[config.mk]
export PLATFORM = sky130hd
export DESIGN_NAME = alu_seq_flat
export DESIGN_NICKNAME = d
export VERILOG_FILES = /design/src/rtl/alu_pkg.sv /design/src/rtl/alu_seq_if.sv /design/src/rtl/alu_core.sv /design/src/rtl/alu_seq.sv /design/src/flat_wrapper.sv
export SDC_FILE = /design/constraint.sdc
export NUM_CORES = 1
export LEC_CHECK = 0
export ABC_CLOCK_PERIOD_IN_PS = 1780
export BUFFER_PORTS_ARGS = -buffer_cell sky130_fd_sc_hd__buf_2
export CORE_MARGIN = 2
export CORE_UTILIZATION = 35
export CTS_CLUSTER_SIZE = 40
export DETAILED_ROUTE_END_ITERATION = 8
export SLEW_MARGIN = 20
export SYNTH_ARGS = -nofsm -noshare
export SYNTH_HDL_FRONTEND = slang
export SYNTH_SLANG_ARGS = --single-unit
[constraint.sdc]
create_clock -name clk -period 1.78 [get_ports clk]
set_input_delay 0.178 -clock clk [delete_from_list [all_inputs] [get_ports clk]]
set_output_delay 0.178 -clock clk [all_outputs]
set_load 0.05 [all_outputs]
[src/rtl/alu_pkg.sv]
// alu_pkg: opcode map, flag bit positions and FSM state encoding shared by alu_seq
package alu_pkg;
    localparam logic [2:0] OP_ADD = 3'b000;
    localparam logic [2:0] OP_SUB = 3'b001;
    localparam logic [2:0] OP_AND = 3'b010;
    localparam logic [2:0] OP_OR  = 3'b011;
    localparam logic [2:0] OP_XOR = 3'b100;
    localparam logic [2:0] OP_NOT = 3'b101;
    localparam logic [2:0] OP_SHL = 3'b110;
    localparam logic [2:0] OP_SHR = 3'b111;
    localparam int FLAG_Z = 3;
    localparam int FLAG_N = 2;
    localparam int FLAG_C = 1;
    localparam int FLAG_V = 0;
    typedef enum logic [1:0] {S_IDLE, S_SHIFT, S_HOLD} state_t;
endpackage

[src/rtl/alu_seq_if.sv]
// alu_seq_if: operand/result handshake bundle of alu_seq
//   master: drives in_valid, a, b, op, shamt, out_ready; sees in_ready, out_valid, result, flags, busy
//   slave : the ALU side, directions mirrored
interface alu_seq_if #(
    parameter int WIDTH = 8,
    parameter int SHW   = $clog2(WIDTH)
) ();
    logic             in_valid;
    logic             in_ready;
    logic [WIDTH-1:0] a;
    logic [WIDTH-1:0] b;
    logic [2:0]       op;
    logic [SHW-1:0]   shamt;
    logic             out_valid;
    logic             out_ready;
    logic [WIDTH-1:0] result;
    logic [3:0]       flags;
    logic             busy;

    modport master (
        output in_valid, a, b, op, shamt, out_ready,
        input  in_ready, out_valid, result, flags, busy
    );
    modport slave (
        input  in_valid, a, b, op, shamt, out_ready,
        output in_ready, out_valid, result, flags, busy
    );
endinterface

[src/rtl/alu_core.sv]
// alu_core: combinational ALU for ops 000-101, returning result, carry/borrow and signed overflow
//   a, b : operands
//   op   : opcode (shift codes yield don't-care outputs)
//   y    : result; c : carry-out (ADD) or borrow (SUB); v : signed overflow
module alu_core import alu_pkg::*; #(
    parameter int WIDTH = 8
) (
    input  logic [WIDTH-1:0] a,
    input  logic [WIDTH-1:0] b,
    input  logic [2:0]       op,
    output logic [WIDTH-1:0] y,
    output logic             c,
    output logic             v
);
    logic [WIDTH:0] sum;
    logic [WIDTH:0] diff;

    assign sum  = {1'b0, a} + {1'b0, b};
    assign diff = {1'b0, a} - {1'b0, b};

    always_comb begin
        y = op == OP_ADD ? sum[WIDTH-1:0] :
            op == OP_SUB ? diff[WIDTH-1:0] :
            op == OP_AND ? a & b :
            op == OP_OR  ? a | b :
            op == OP_XOR ? a ^ b : ~a;
        // the extra top bit of the widened subtraction is the borrow
        c = op == OP_ADD ? sum[WIDTH] : op == OP_SUB ? diff[WIDTH] : 1'b0;
        v = op == OP_ADD ? (a[WIDTH-1] == b[WIDTH-1]) && (sum[WIDTH-1] != a[WIDTH-1]) :
            op == OP_SUB ? (a[WIDTH-1] != b[WIDTH-1]) && (diff[WIDTH-1] != a[WIDTH-1]) : 1'b0;
    end
endmodule

[src/rtl/alu_seq.sv]
// alu_seq: sequential ALU with valid/ready handshakes, Z/N/C/V flags and bit-serial shifts
//   clk, rst_n : clock and asynchronous active-low reset
//   bus        : alu_seq_if slave (operands/opcode/shamt in, registered result/flags out, busy)
module alu_seq import alu_pkg::*; #(
    parameter int WIDTH = 8,
    parameter int SHW   = $clog2(WIDTH)
) (
    input logic       clk,
    input logic       rst_n,
    alu_seq_if.slave  bus
);
    state_t           state;
    logic [WIDTH-1:0] res_q;
    logic [3:0]       flags_q;
    logic [SHW-1:0]   cnt;
    logic             shr_q;
    logic             out_valid_q;
    logic             busy_q;
    logic [WIDTH-1:0] core_y;
    logic             core_c;
    logic             core_v;
    logic [WIDTH-1:0] cur;
    logic [WIDTH-1:0] nxt;
    logic             sh_right;
    logic             cout;
    logic             is_shift;

    alu_core #(.WIDTH(WIDTH)) u_core (
        .a  (bus.a),
        .b  (bus.b),
        .op (bus.op),
        .y  (core_y),
        .c  (core_c),
        .v  (core_v)
    );

    function automatic logic [3:0] mk_flags(logic [WIDTH-1:0] r, logic c, logic v);
        mk_flags         = '0;
        mk_flags[FLAG_Z] = r == '0;
        mk_flags[FLAG_N] = r[WIDTH-1];
        mk_flags[FLAG_C] = c;
        mk_flags[FLAG_V] = v;
    endfunction

    // the result register doubles as the shift working register; at accept the
    // first step is taken straight from operand a
    assign cur      = state == S_IDLE ? bus.a : res_q;
    assign sh_right = state == S_IDLE ? bus.op == OP_SHR : shr_q;
    assign nxt      = sh_right ? cur >> 1 : cur << 1;
    assign cout     = sh_right ? cur[0] : cur[WIDTH-1];
    assign is_shift = bus.op == OP_SHL || bus.op == OP_SHR;

    assign bus.in_ready  = state == S_IDLE;
    assign bus.out_valid = out_valid_q;
    assign bus.result    = res_q;
    assign bus.flags     = flags_q;
    assign bus.busy      = busy_q;

    always_ff @(posedge clk or negedge rst_n) begin
        if (!rst_n) begin
            state       <= S_IDLE;
            res_q       <= '0;
            flags_q     <= '0;
            cnt         <= '0;
            shr_q       <= 1'b0;
            out_valid_q <= 1'b0;
            busy_q      <= 1'b0;
        end else begin
            case (state)
                S_IDLE: if (bus.in_valid) begin
                    busy_q <= 1'b1;
                    if (!is_shift) begin
                        res_q       <= core_y;
                        flags_q     <= mk_flags(core_y, core_c, core_v);
                        state       <= S_HOLD;
                        out_valid_q <= 1'b1;
                    end else if (bus.shamt == '0) begin
                        res_q       <= bus.a;
                        flags_q     <= mk_flags(bus.a, 1'b0, 1'b0);
                        state       <= S_HOLD;
                        out_valid_q <= 1'b1;
                    end else begin
                        res_q       <= nxt;
                        flags_q     <= mk_flags(nxt, cout, 1'b0);
                        cnt         <= bus.shamt - SHW'(1);
                        shr_q       <= bus.op == OP_SHR;
                        state       <= bus.shamt == SHW'(1) ? S_HOLD : S_SHIFT;
                        out_valid_q <= bus.shamt == SHW'(1);
                    end
                end
                S_SHIFT: begin
                    res_q   <= nxt;
                    flags_q <= mk_flags(nxt, cout, 1'b0);
                    cnt     <= cnt - SHW'(1);
                    if (cnt == SHW'(1)) begin
                        state       <= S_HOLD;
                        out_valid_q <= 1'b1;
                    end
                end
                S_HOLD: if (bus.out_ready) begin
                    state       <= S_IDLE;
                    out_valid_q <= 1'b0;
                    busy_q      <= 1'b0;
                end
                default: begin
                    state       <= S_IDLE;
                    out_valid_q <= 1'b0;
                    busy_q      <= 1'b0;
                end
            endcase
        end
    end
endmodule

[src/flat_wrapper.sv]
// flat-port wrapper written by rule: the top's interface ports become plain ports
module alu_seq_flat import alu_pkg::*;
#(
    parameter int WIDTH = 8,
    parameter int SHW   = $clog2(WIDTH)
)
  (clk, rst_n, bus_in_valid, bus_a, bus_b, bus_op, bus_shamt, bus_out_ready, bus_in_ready, bus_out_valid, bus_result, bus_flags, bus_busy);
  alu_seq_if #(.WIDTH(WIDTH), .SHW(SHW)) bus_i ();
  input logic clk;
  input logic rst_n;
  input wire logic [$bits(bus_i.in_valid)-1:0] bus_in_valid;
  input wire logic [$bits(bus_i.a)-1:0] bus_a;
  input wire logic [$bits(bus_i.b)-1:0] bus_b;
  input wire logic [$bits(bus_i.op)-1:0] bus_op;
  input wire logic [$bits(bus_i.shamt)-1:0] bus_shamt;
  input wire logic [$bits(bus_i.out_ready)-1:0] bus_out_ready;
  output wire logic [$bits(bus_i.in_ready)-1:0] bus_in_ready;
  output wire logic [$bits(bus_i.out_valid)-1:0] bus_out_valid;
  output wire logic [$bits(bus_i.result)-1:0] bus_result;
  output wire logic [$bits(bus_i.flags)-1:0] bus_flags;
  output wire logic [$bits(bus_i.busy)-1:0] bus_busy;
  assign bus_i.in_valid = bus_in_valid;
  assign bus_i.a = bus_a;
  assign bus_i.b = bus_b;
  assign bus_i.op = bus_op;
  assign bus_i.shamt = bus_shamt;
  assign bus_i.out_ready = bus_out_ready;
  assign bus_in_ready = bus_i.in_ready;
  assign bus_out_valid = bus_i.out_valid;
  assign bus_result = bus_i.result;
  assign bus_flags = bus_i.flags;
  assign bus_busy = bus_i.busy;
  alu_seq #(.WIDTH(WIDTH), .SHW(SHW)) u_core (.clk(clk), .rst_n(rst_n), .bus(bus_i));
endmodule
==> results of run 1 <==
[worst paths after layout]
| path | to | cells after the start |
|---|---|---|
| setup / recovery | u_core.bus.result[4] | 11 |
| hold / removal | u_core.cnt[0] | 2 |
| setup reg to reg | u_core.bus.result[3] | 7 |
| hold reg to reg | u_core.bus.out_valid | 2 |
| max in group asynchronous | u_core.cnt[2] | 2 |
| min in group asynchronous | u_core.state[0] | 2 |
[registers in the layout, summed over array words and instances (netlist names)]
signal	flops
u_core.shr_q	1
u_core.state	2
u_core.cnt	3
u_core.bus.flags	4
u_core.bus.result	7
u_core.bus.busy	1
u_core.bus.out_valid	1
[cells in the mapped netlist (7+ instances only)]
cell type and count:
sky130_fd_sc_hd__nor2_1 26, sky130_fd_sc_hd__nand2_1 30, sky130_fd_sc_hd__nor3_1 7, sky130_fd_sc_hd__dfrtp_1 19
sky130_fd_sc_hd__o22ai_1 7, sky130_fd_sc_hd__clkbuf_1 10, sky130_fd_sc_hd__a21oi_1 27, sky130_fd_sc_hd__nand3_1 7
sky130_fd_sc_hd__buf_2 9, sky130_fd_sc_hd__inv_1 35, sky130_fd_sc_hd__mux2i_1 21, sky130_fd_sc_hd__o21ai_0 25
sky130_fd_sc_hd__ha_1 29, sky130_fd_sc_hd__o31ai_1 7, sky130_fd_sc_hd__a22oi_1 9
[cell type report]
cell class	instances	area [µm²]
Timing Repair Buffer	132	969.7
Sequential cell	19	475.5
Tap cell	99	123.9
Fill cell	704	3234
Inverter	35	166.4
Clock inverter	1	5.005
Clock buffer	3	41.29
Multi-Input combinational cell	265	2237
[worst register-to-register path, stage by stage, from the launching register on]
cell and delay, ns:
sky130_fd_sc_hd__dfrtp_1 0.41, sky130_fd_sc_hd__nor2_4 0.05, sky130_fd_sc_hd__buf_4 0.17, sky130_fd_sc_hd__a31oi_2 0.23, sky130_fd_sc_hd__buf_4 0.23, sky130_fd_sc_hd__mux2i_1 0.09
sky130_fd_sc_hd__a221oi_1 0.25, sky130_fd_sc_hd__o21ai_0 0.14
[stage by stage]
stage	hold WS [ns]	worst slack, ns	setup TNS (ns)	instance area, µm²	cells
floorplan	-0.1176	-0.06678	-0.1567	2844	340
global placement	0.1452	-0.4079	-3.235	3660	542
detailed placement	0.1538	-0.4487	-3.616	3660	542
CTS	0.1832	-0.04913	-0.1437	3889	550
global route	0.1926	-0.1272	-0.5390	4019	554
finish	0.1808	-0.02457	-0.02457	4019	554
[power by group]
group | switching, mW | leakage (nW) | internal, mW
sequential | 0.162 | 0.233 | 0.610
combinational | 1.64 | 1.65 | 1.10
clock | 0.157 | 0.0255 | 0.156
total | 1.95 | 1.91 | 1.86
[timing repair]
action,CTS,global route
endpoints found under the setup margin,8,9
gates resized for setup,33,24
hold buffers,1,0
gates cloned,0,0
setup buffers,3,4
pin swaps,18,16
endpoints found under the hold margin,19,0
[logic make-up (layout without fill, tap and decap cells)]
family                   Yosys count  after routing
AO/OA/AOI/OAI                    112            112
multiplexers                      23             23
AND/OR/NAND/NOR                   94             94
adder cells (fa/ha/maj)           31             31
flip-flops                        19             19
XOR/XNOR                           5              5
buffers and inverters             56            171
[routing by layer]
metal	GRT usage, %	routed length (µm)	share of wire (%)	up-vias
li1	-	-	-	1462
met1	26.12	3753	44	1406
met2	37.50	4296	50	86
met3	1.419	334	3.9	21
met4	5.385	193	2.2	0
met5	0	0	0	-
==> out/metrics.yaml, run 1 <==
outcome:
  outcome: "finished, violations left"
  violations: "setup timing"
clock_tree:
  htree_levels: 1
  numCtsBuffers: 3
  cts.clk_slew.worst_paths_ns: 0.08
  clockRootBuffer: "sky130_fd_sc_hd__clkbuf_8"
  worstSkewPairLatency_ns: 0.26
  cts_num_sinks: 19
  ctsLongestPathBuffers: 2
  tritoncts: "yes"
drt:
  drt_drc_violations_left: 0
  wl_per_cell_um: 15.48
  drt-initial-drc-count: 113
  drt_pre_antenna_iters: 4
  viasPerCell: 5.370
  route.antenna.remaining_nets: 0
  detail_route.wirelength_mm: 8.578
  route.vias.total: 2975
grt:
  maximum_number_of_pins_on_one_net_before_global_route_repair: 20
  first_global_vias: 2977
  grt_antenna_before_repair: 0
  overflow: 0
  grt_pass1_wl_mm: 14.04
  grt.total_usage_pct: 20.57
timing:
  max_freq_mhz: 554.2
  slew-limit-headroom_pct: 68.44
  transition_time_at_the_pin_with_the_least_slew_margin_ns: 0.4733
  timing.final.crit_share_pct: 101.4
  fin_worst_skew_ns: 0.002570
  finalHoldViolCount: 0
  rsz0062_at_grt: "true"
  min_period_ns: 1.805
  timing.final.setup_violations: 1
  fin_ws_ns: -0.02457
  drv_slew: 0
hold_path:
  worstHoldStart: "bus_shamt[0]"
  hold_class: "in2reg"
synth:
  post_synth_instance_area_mm2: 0.002624
  adder_and_majority_gate_portion_of_the_synthesized_area_pct: 15.36
  synth-edff-count: 0
  synth_nets: 397
  synth_compound_area_share_pct: 28.95
  synth_seq_area_share_pct: 18.12
  post_synth_and_or_nand_nor_area_fraction_pct: 17.31
  muxShareOfSynthArea_pct: 9.728
  yosys_warnings: 0
  synth_largest_area_cell: "sky130_fd_sc_hd__dfrtp_1"
  synth.avg_cell_area_um2: 7.717
  synth_largest_type_area_fraction_pct: 18.12
  synth_xor_area_share_pct: 1.669
  ys_seq_elements: 19
  synth_top_family_by_area: "compound AO/OA/AOI/OAI gates"
  synth_top_cells_by_area: "sky130_fd_sc_hd__dfrtp_1 (18%), sky130_fd_sc_hd__ha_1 (14%), sky130_fd_sc_hd__mux2i_1 (8.0%)"
  ys_types: 57
  ys_async_sr_fraction_pct: 100.0
  synthesis.instances: 340
  ys_dominant_reg_cell: "sky130_fd_sc_hd__dfrtp_1"
setup_path:
  required_ns: 1.97
  criticalPathCategory: "in2reg"
  setup.worst_path.start: "bus_a[0]"
  end_kind: "flip-flop"
  timing.critical_path.slowest_stage_cell: "sky130_fd_sc_hd__fa_2"
  critical_path.top_delay_family: "compound AO/OA/AOI/OAI gates"
  critical-path-max-stage-delay_ns: 0.34
  reg2reg_setup_slack_ns: 0.08
  critical_path_peak_fanout: 3
  crit_path_start_kind: "input port"
  cp_cell_sequence: "buf_12 -> inv_12 -> ha_4 -> fa_2 -> o21bai_1 -> a21oi_1 -> o21a_1 -> xnor2_1 -> a221o_1 -> a2bb2oi_2 -> o21ai_1"
  worstPathBufferInverterCount: 2
  r2r-start: "u_core.state[0]"
  worstPathArrival_ns: 1.99
final_layout:
  final_core_utilization_pct: 55.41
  layout.cells.most_common: "sky130_fd_sc_hd__buf_4"
  num-nets-final: 513
  most-common-layout-cells: "sky130_fd_sc_hd__buf_4 (88), sky130_fd_sc_hd__buf_2 (33), sky130_fd_sc_hd__nand2_1 (29)"
  antennaDiodeCount: 0
  fraction_of_final_layout_cells_with_drive_strength_greater_than_1_pct: 42.86
  synthToLayoutAreaGrowth_pct: 53.17
floorplanning:
  dieHeight_um: 90.58
  floorplan.die.width_um: 90.58
  design.portCount: 41
  coreArea_mm2: 0.007253
  initial_core_util_pct: 36.17
  die_footprint_mm2: 0.008205
  core.rowCount: 31
power_and_ir_drop:
  power_density_mw_per_mm2: 949.7
  total_leakage_power_nw: 1.907
  report.power.total_mw: 3.817
  max_rail_drop_vdd_mv: 0.3647
placement:
  io_buffer_count: 40
  detailed_place_hpwl_mm: 6.901
  gpl.final_weighted_congestion: 0.8762
run:
  max_cap_violations: 0
No activity file was read; power rests on OpenSTA's default activity.
==> run 2: changes to the inputs <==
Settings changed: CTS_CLUSTER_SIZE 40 to not set, MAX_ROUTING_LAYER set to met4.
==> run 2 against run 1 <==
Compared with the run above: the run still ends with setup timing left; clock skew rose by 0.0030 ns; clock power about the same; critical path depth fell by 1; non-clock buffer count up 1; final area is 1.9% higher; critical path type unchanged; largest cell class unchanged; largest power group unchanged; highest routed layer unchanged.
==> out/metrics.yaml, run 2 (synthesized netlist as in run 1, its figures left out) <==
final_layout:
  antennaDiodeCount: 0
  fraction_of_final_layout_cells_with_drive_strength_greater_than_1_pct: 44.74
  multi_input_gate_area_mm2: 0.002295
  largest_register_ffs: 7
  n_fill_cell: 680
  most-common-layout-cells: "sky130_fd_sc_hd__buf_4 (90), sky130_fd_sc_hd__buf_2 (32), sky130_fd_sc_hd__nand2_1 (28)"
  synthToLayoutAreaGrowth_pct: 56.08
  ff_latch_area_um2: 475.5
  layout.cells.most_common: "sky130_fd_sc_hd__buf_4"
  num-nets-final: 514
floorplanning:
  floorplan.die.width_um: 90.58
  design.portCount: 41
  initial_core_util_pct: 36.17
  die_footprint_mm2: 0.008205
  core.rowCount: 31
  dieHeight_um: 90.58
  coreArea_mm2: 0.007253
timing:
  max_freq_mhz: 548.6
  rsz0062_at_grt: "true"
  fin_ws_ns: -0.04286
  drv_slew: 0
  slew-limit-headroom_pct: 69.30
  fin_worst_skew_ns: 0.005571
  min_period_ns: 1.823
  timing.final.crit_share_pct: 102.4
  timing.final.setup_violations: 3
  transition_time_at_the_pin_with_the_least_slew_margin_ns: 0.4605
  setup_total_negative_slack_ns: -0.1052
  finalHoldViolCount: 0
clock_tree:
  cts.clk_slew.worst_paths_ns: 0.08
  worstSkewPairLatency_ns: 0.26
  ctsLongestPathBuffers: 2
  clockRootBuffer: "sky130_fd_sc_hd__clkbuf_8"
  cts_num_sinks: 19
  tritoncts: "yes"
  htree_levels: 1
  numCtsBuffers: 3
setup_path:
  end_kind: "flip-flop"
  critical_path_peak_fanout: 4
  cp_cell_sequence: "buf_12 -> inv_8 -> ha_4 -> nor3_4 -> o311ai_2 -> and3_1 -> o311ai_2 -> o211ai_1 -> buf_4 -> o41ai_2"
  worstPathArrival_ns: 1.98
  critical-path-max-stage-delay_ns: 0.28
  worst-r2r-cell-count: 6
  critical-path-top-cell-by-count: "sky130_fd_sc_hd__o311ai_2"
  timing.critical_path.slowest_stage_cell: "sky130_fd_sc_hd__o41ai_2"
  worstReg2RegEnd: "u_core.bus.result[3]"
  critical_path.endpoint: "u_core.bus.flags[3]"
  required_ns: 1.94
  reg2reg_setup_slack_ns: 0.07
  setup.worst_path.start: "bus_a[1]"
  criticalPathCategory: "in2reg"
  r2r-start: "u_core.state[1]"
  crit_path_start_kind: "input port"
drt:
  drt_pre_antenna_iters: 4
  detail_route.wirelength_mm: 8.735
  route.vias.total: 2969
  drt-initial-drc-count: 141
  route.antenna.remaining_nets: 0
  wl_per_cell_um: 15.74
  viasPerCell: 5.350
  drt_drc_violations_left: 0
outcome:
  violations: "setup timing"
  outcome: "finished, violations left"
grt:
  first_global_vias: 2931
  grt_pass1_wl_mm: 14.59
  overflow: 0
  maximum_number_of_pins_on_one_net_before_global_route_repair: 20
  grt.total_usage_pct: 22.12
  grt_antenna_before_repair: 0
hold_path:
  hold_class: "in2reg"
power_and_ir_drop:
  total_leakage_power_nw: 1.926
  power_density_mw_per_mm2: 958.4
  max_rail_drop_vdd_mv: 0.3532
run:
  max_cap_violations: 0
placement:
  detailed_place_hpwl_mm: 6.872
  gpl.final_weighted_congestion: 0.9089
  io_buffer_count: 40
  detailedPlace.worstSlack_ns: -0.4231
[run 2: final cells by class]
cell class,count,share of cell area (%)
tap,99,3.025
clock buffer,4,1.100
sequential,19,11.61
inverter,35,4.002
multi-input combinational,265,56.03
timing repair buffer,133,24.23
[run 2: power by group]
part,internal [mW],total [mW],leakage (nW),switching [mW]
logic,1.15,2.83,1.67,1.68
registers,0.610,0.781,0.233,0.171
clock network,0.160,0.314,0.0228,0.155
total,1.92,3.92,1.93,2.00
[run 2: timing repair]
action / CTS / global route
gates resized for setup: 43 / 29
hold buffers: 1 / 0
buffers inserted: 10 / 2
cloned: 0 / 0
endpoints found under the hold margin: 19 / 0
endpoints found under the setup margin: 8 / 10
pin swaps: 31 / 24
[run 2: metrics by stage]
step	hold slack, ns	area (µm²)	utilization [%]	std cells	power [mW]
floorplan	-0.1176	2844	-	340	2.533
global placement	0.1520	3637	50.15	539	3.294
detailed placement	0.1637	3637	50.15	539	3.321
CTS	0.1456	3970	54.74	554	3.759
global route	0.1583	4095	56.46	555	4.210
finish	0.1462	4095	56.46	555	3.925
[run 2: critical path: cells and delay by family]
family	cells	cell delay [ns]
and+or+nand+nor	2	0.45
adders and majority gates	1	0.25
buffers and inverters	3	0.29
AOI/OAI and AO/OA	4	0.80
[run 2: routing by layer]
metal  global-route usage, %  up-vias  part of all wire, %
met4                   5.513        0                  2.0
li1                        -     1458                    -
met3                   1.252       17                  4.5
met5                       -        -                    0
met2                   38.81       93                   51
met1                   27.82     1401                   43
[run 2: how the worst min path moves through the flow]
stage / slack [ns] / to / start / cells after the start
2_1_floorplan: -0.12 / u_core.bus.busy / rst_n / 0
3_3_place_gp: 0.15 / u_core.shr_q / rst_n / 1
3_5_place_dp: 0.16 / u_core.bus.flags[2] / rst_n / 1
4_1_cts: 0.15 / u_core.cnt[0] / bus_shamt[0] / 2
5_1_grt: 0.16 / u_core.cnt[0] / bus_shamt[0] / 2
6_report: 0.15 / u_core.cnt[0] / bus_shamt[0] / 2
==> run 3: changes to the inputs <==
Settings changed: REMOVE_ABC_BUFFERS set to 1.
==> run 3 against run 2 <==
Compared with the run above: the run still ends with setup timing left; global-route usage grew 0.21 points; worst hold slack lost 0.0092 ns; count of clock-buffer cells in the layout shrank 1; final area grew 3.8%; clock skew grew 0.0067 ns; combinational power grew 1%; non-clock buffer count grew 15; maximum frequency shrank 6.2%; total power grew 0.93%; clock power is essentially flat; utilization grew 2.2 points; sequential share of layout area shrank 0.43 points; critical path type unchanged; largest power group unchanged.
==> out/metrics.yaml, run 3 (synthesized netlist as in run 1, its figures left out) <==
timing:
  timing.final.crit_share_pct: 109.2
  transition_time_at_the_pin_with_the_least_slew_margin_ns: 0.4378
  fin_worst_skew_ns: 0.01232
  max_freq_mhz: 514.4
  drv_slew: 0
  finalHoldViolCount: 0
  rsz0062_at_grt: "true"
  min_period_ns: 1.944
  timing.final.setup_violations: 7
  fin_ws_ns: -0.1639
  slew-limit-headroom_pct: 70.81
placement:
  placed_area_mm2: 0.003532
  detailed_place_hpwl_mm: 6.720
  gpl.final_weighted_congestion: 0.9277
  detailedPlace.worstSlack_ns: -0.7023
  io_buffer_count: 40
floorplanning:
  design.portCount: 41
  floorplan.die.width_um: 90.58
  coreArea_mm2: 0.007253
  core.rowCount: 31
  dieHeight_um: 90.58
  initial_core_util_pct: 36.17
  die_footprint_mm2: 0.008205
drt:
  wl_per_cell_um: 15.75
  route.antenna.remaining_nets: 0
  wl_met3_um: 426
  drt_pre_antenna_iters: 4
  detail_route.wirelength_mm: 8.980
  viasPerCell: 5.386
  topRoutingLayerUsed: "met4"
  drt_drc_violations_left: 0
  routed-wl-met2_mm: 4.325
  drt-met1-wl_mm: 4.008
  route.vias.total: 3070
  drt-initial-drc-count: 195
setup_path:
  end_kind: "flip-flop"
  worst-r2r-cell-count: 7
  worstPathBufferInverterCount: 3
  reg2reg_setup_slack_ns: 0.12
  worst-path-stages: 10
  setup.worst_path.start: "bus_b[2]"
  worstPathArrival_ns: 2.12
  critical_path_peak_fanout: 5
  criticalPathCategory: "in2reg"
  cp_cell_sequence: "buf_6 -> inv_4 -> ha_4 -> nor3_4 -> o311ai_4 -> and3_4 -> o311ai_2 -> o211ai_1 -> buf_4 -> o41ai_2"
  required_ns: 1.95
  r2r-start: "u_core.state[1]"
  crit_path_start_kind: "input port"
  critical-path-max-stage-delay_ns: 0.31
  timing.critical_path.slowest_stage_cell: "sky130_fd_sc_hd__nor3_4"
  critical_path.top_delay_family: "compound AO/OA/AOI/OAI gates"
  critical_path.endpoint: "u_core.bus.flags[3]"
  worstReg2RegEnd: "u_core.bus.flags[3]"
final_layout:
  largest_register_ffs: 7
  synthToLayoutAreaGrowth_pct: 62.04
  num-nets-final: 529
  antennaDiodeCount: 0
  finalInstanceArea_mm2: 0.004252
  fraction_of_final_layout_cells_with_drive_strength_greater_than_1_pct: 47.35
  most-common-layout-cells: "sky130_fd_sc_hd__buf_4 (97), sky130_fd_sc_hd__buf_2 (34), sky130_fd_sc_hd__nand2_1 (28)"
  layout.cells.most_common: "sky130_fd_sc_hd__buf_4"
power_and_ir_drop:
  total_leakage_power_nw: 1.998
  max_rail_drop_vdd_mv: 0.3553
  report.power.total_mw: 3.962
  power_density_mw_per_mm2: 931.8
clock_tree:
  tritoncts: "yes"
  ctsLongestPathBuffers: 2
  numCtsBuffers: 3
  clockRootBuffer: "sky130_fd_sc_hd__clkbuf_8"
  worstSkewPairLatency_ns: 0.27
  htree_levels: 1
  cts_num_sinks: 19
  cts.clk_slew.worst_paths_ns: 0.08
outcome:
  violations: "setup timing"
  outcome: "finished, violations left"
grt:
  grt_antenna_before_repair: 0
  grt_pass1_wl_mm: 14.81
  overflow: 0
  maximum_number_of_pins_on_one_net_before_global_route_repair: 20
  first_global_vias: 3049
  grt.total_usage_pct: 22.33
hold_path:
  worstHoldPathCells: 2
  hold_class: "in2reg"
run:
  max_cap_violations: 0
==> run 3: cell types whose count changed in the layout (fill, tap and decap cells not counted), sizes merged <==
cell / change
clkinv: +1
clkbuf: -1
buf: +15
==> run 3: worst min-delay path by stage <==
stage / end / slack (ns) / start
6_report: u_core.cnt[0] / 0.14 / bus_shamt[0]
5_1_grt: u_core.cnt[0] / 0.14 / bus_shamt[0]
4_1_cts: u_core.cnt[0] / 0.14 / bus_shamt[0]
3_5_place_dp: u_core.bus.out_valid / 0.15 / rst_n
3_3_place_gp: u_core.bus.out_valid / 0.14 / rst_n
2_1_floorplan: u_core.bus.busy / -0.12 / rst_n
==> run 3: metal layers <==
metal | vias up | track usage (%)
li1 | 1499 | -
met1 | 1451 | 29.40
met2 | 102 | 37.38
met3 | 18 | 2.170
met4 | 0 | 4.744
met5 | - | -
==> run 3: power breakdown <==
group	switching, mW	internal [mW]
Combinational	1.67	1.20
Clock	0.156	0.156
Sequential	0.171	0.610
Total	2.00	1.96
==> run 3: final cells by class <==
cell class	count	area, µm²
Fill cell	660	3002
Multi-Input combinational cell	265	2330
Timing Repair Buffer	148	1130
Sequential cell	19	475.5
Inverter	35	146.4
Tap cell	99	123.9
Clock buffer	3	41.29
Clock inverter	1	5.005
==> run 3: repair_timing <==
item / in CTS / in global routing
hold buffers: 1 / 0
endpoints found under the hold margin: 19 / 0
gates resized for setup: 78 / 40
pin swaps: 30 / 32
setup endpoints to repair: 10 / 12
gates cloned: 0 / 0
setup buffers: 7 / 12
==> run 3: stage by stage <==
stage / std cells / setup TNS, ns / hold WS (ns) / utilization, %
global placement: 546 / -4.633 / 0.1437 / 48.70
floorplan: 319 / -6.908 / -0.1176 / -
finish: 570 / -0.5023 / 0.1369 / 58.62
global route: 570 / -1.198 / 0.1367 / 58.62
detailed placement: 546 / -4.915 / 0.1494 / 48.70
CTS: 558 / -0.2451 / 0.1360 / 55.10
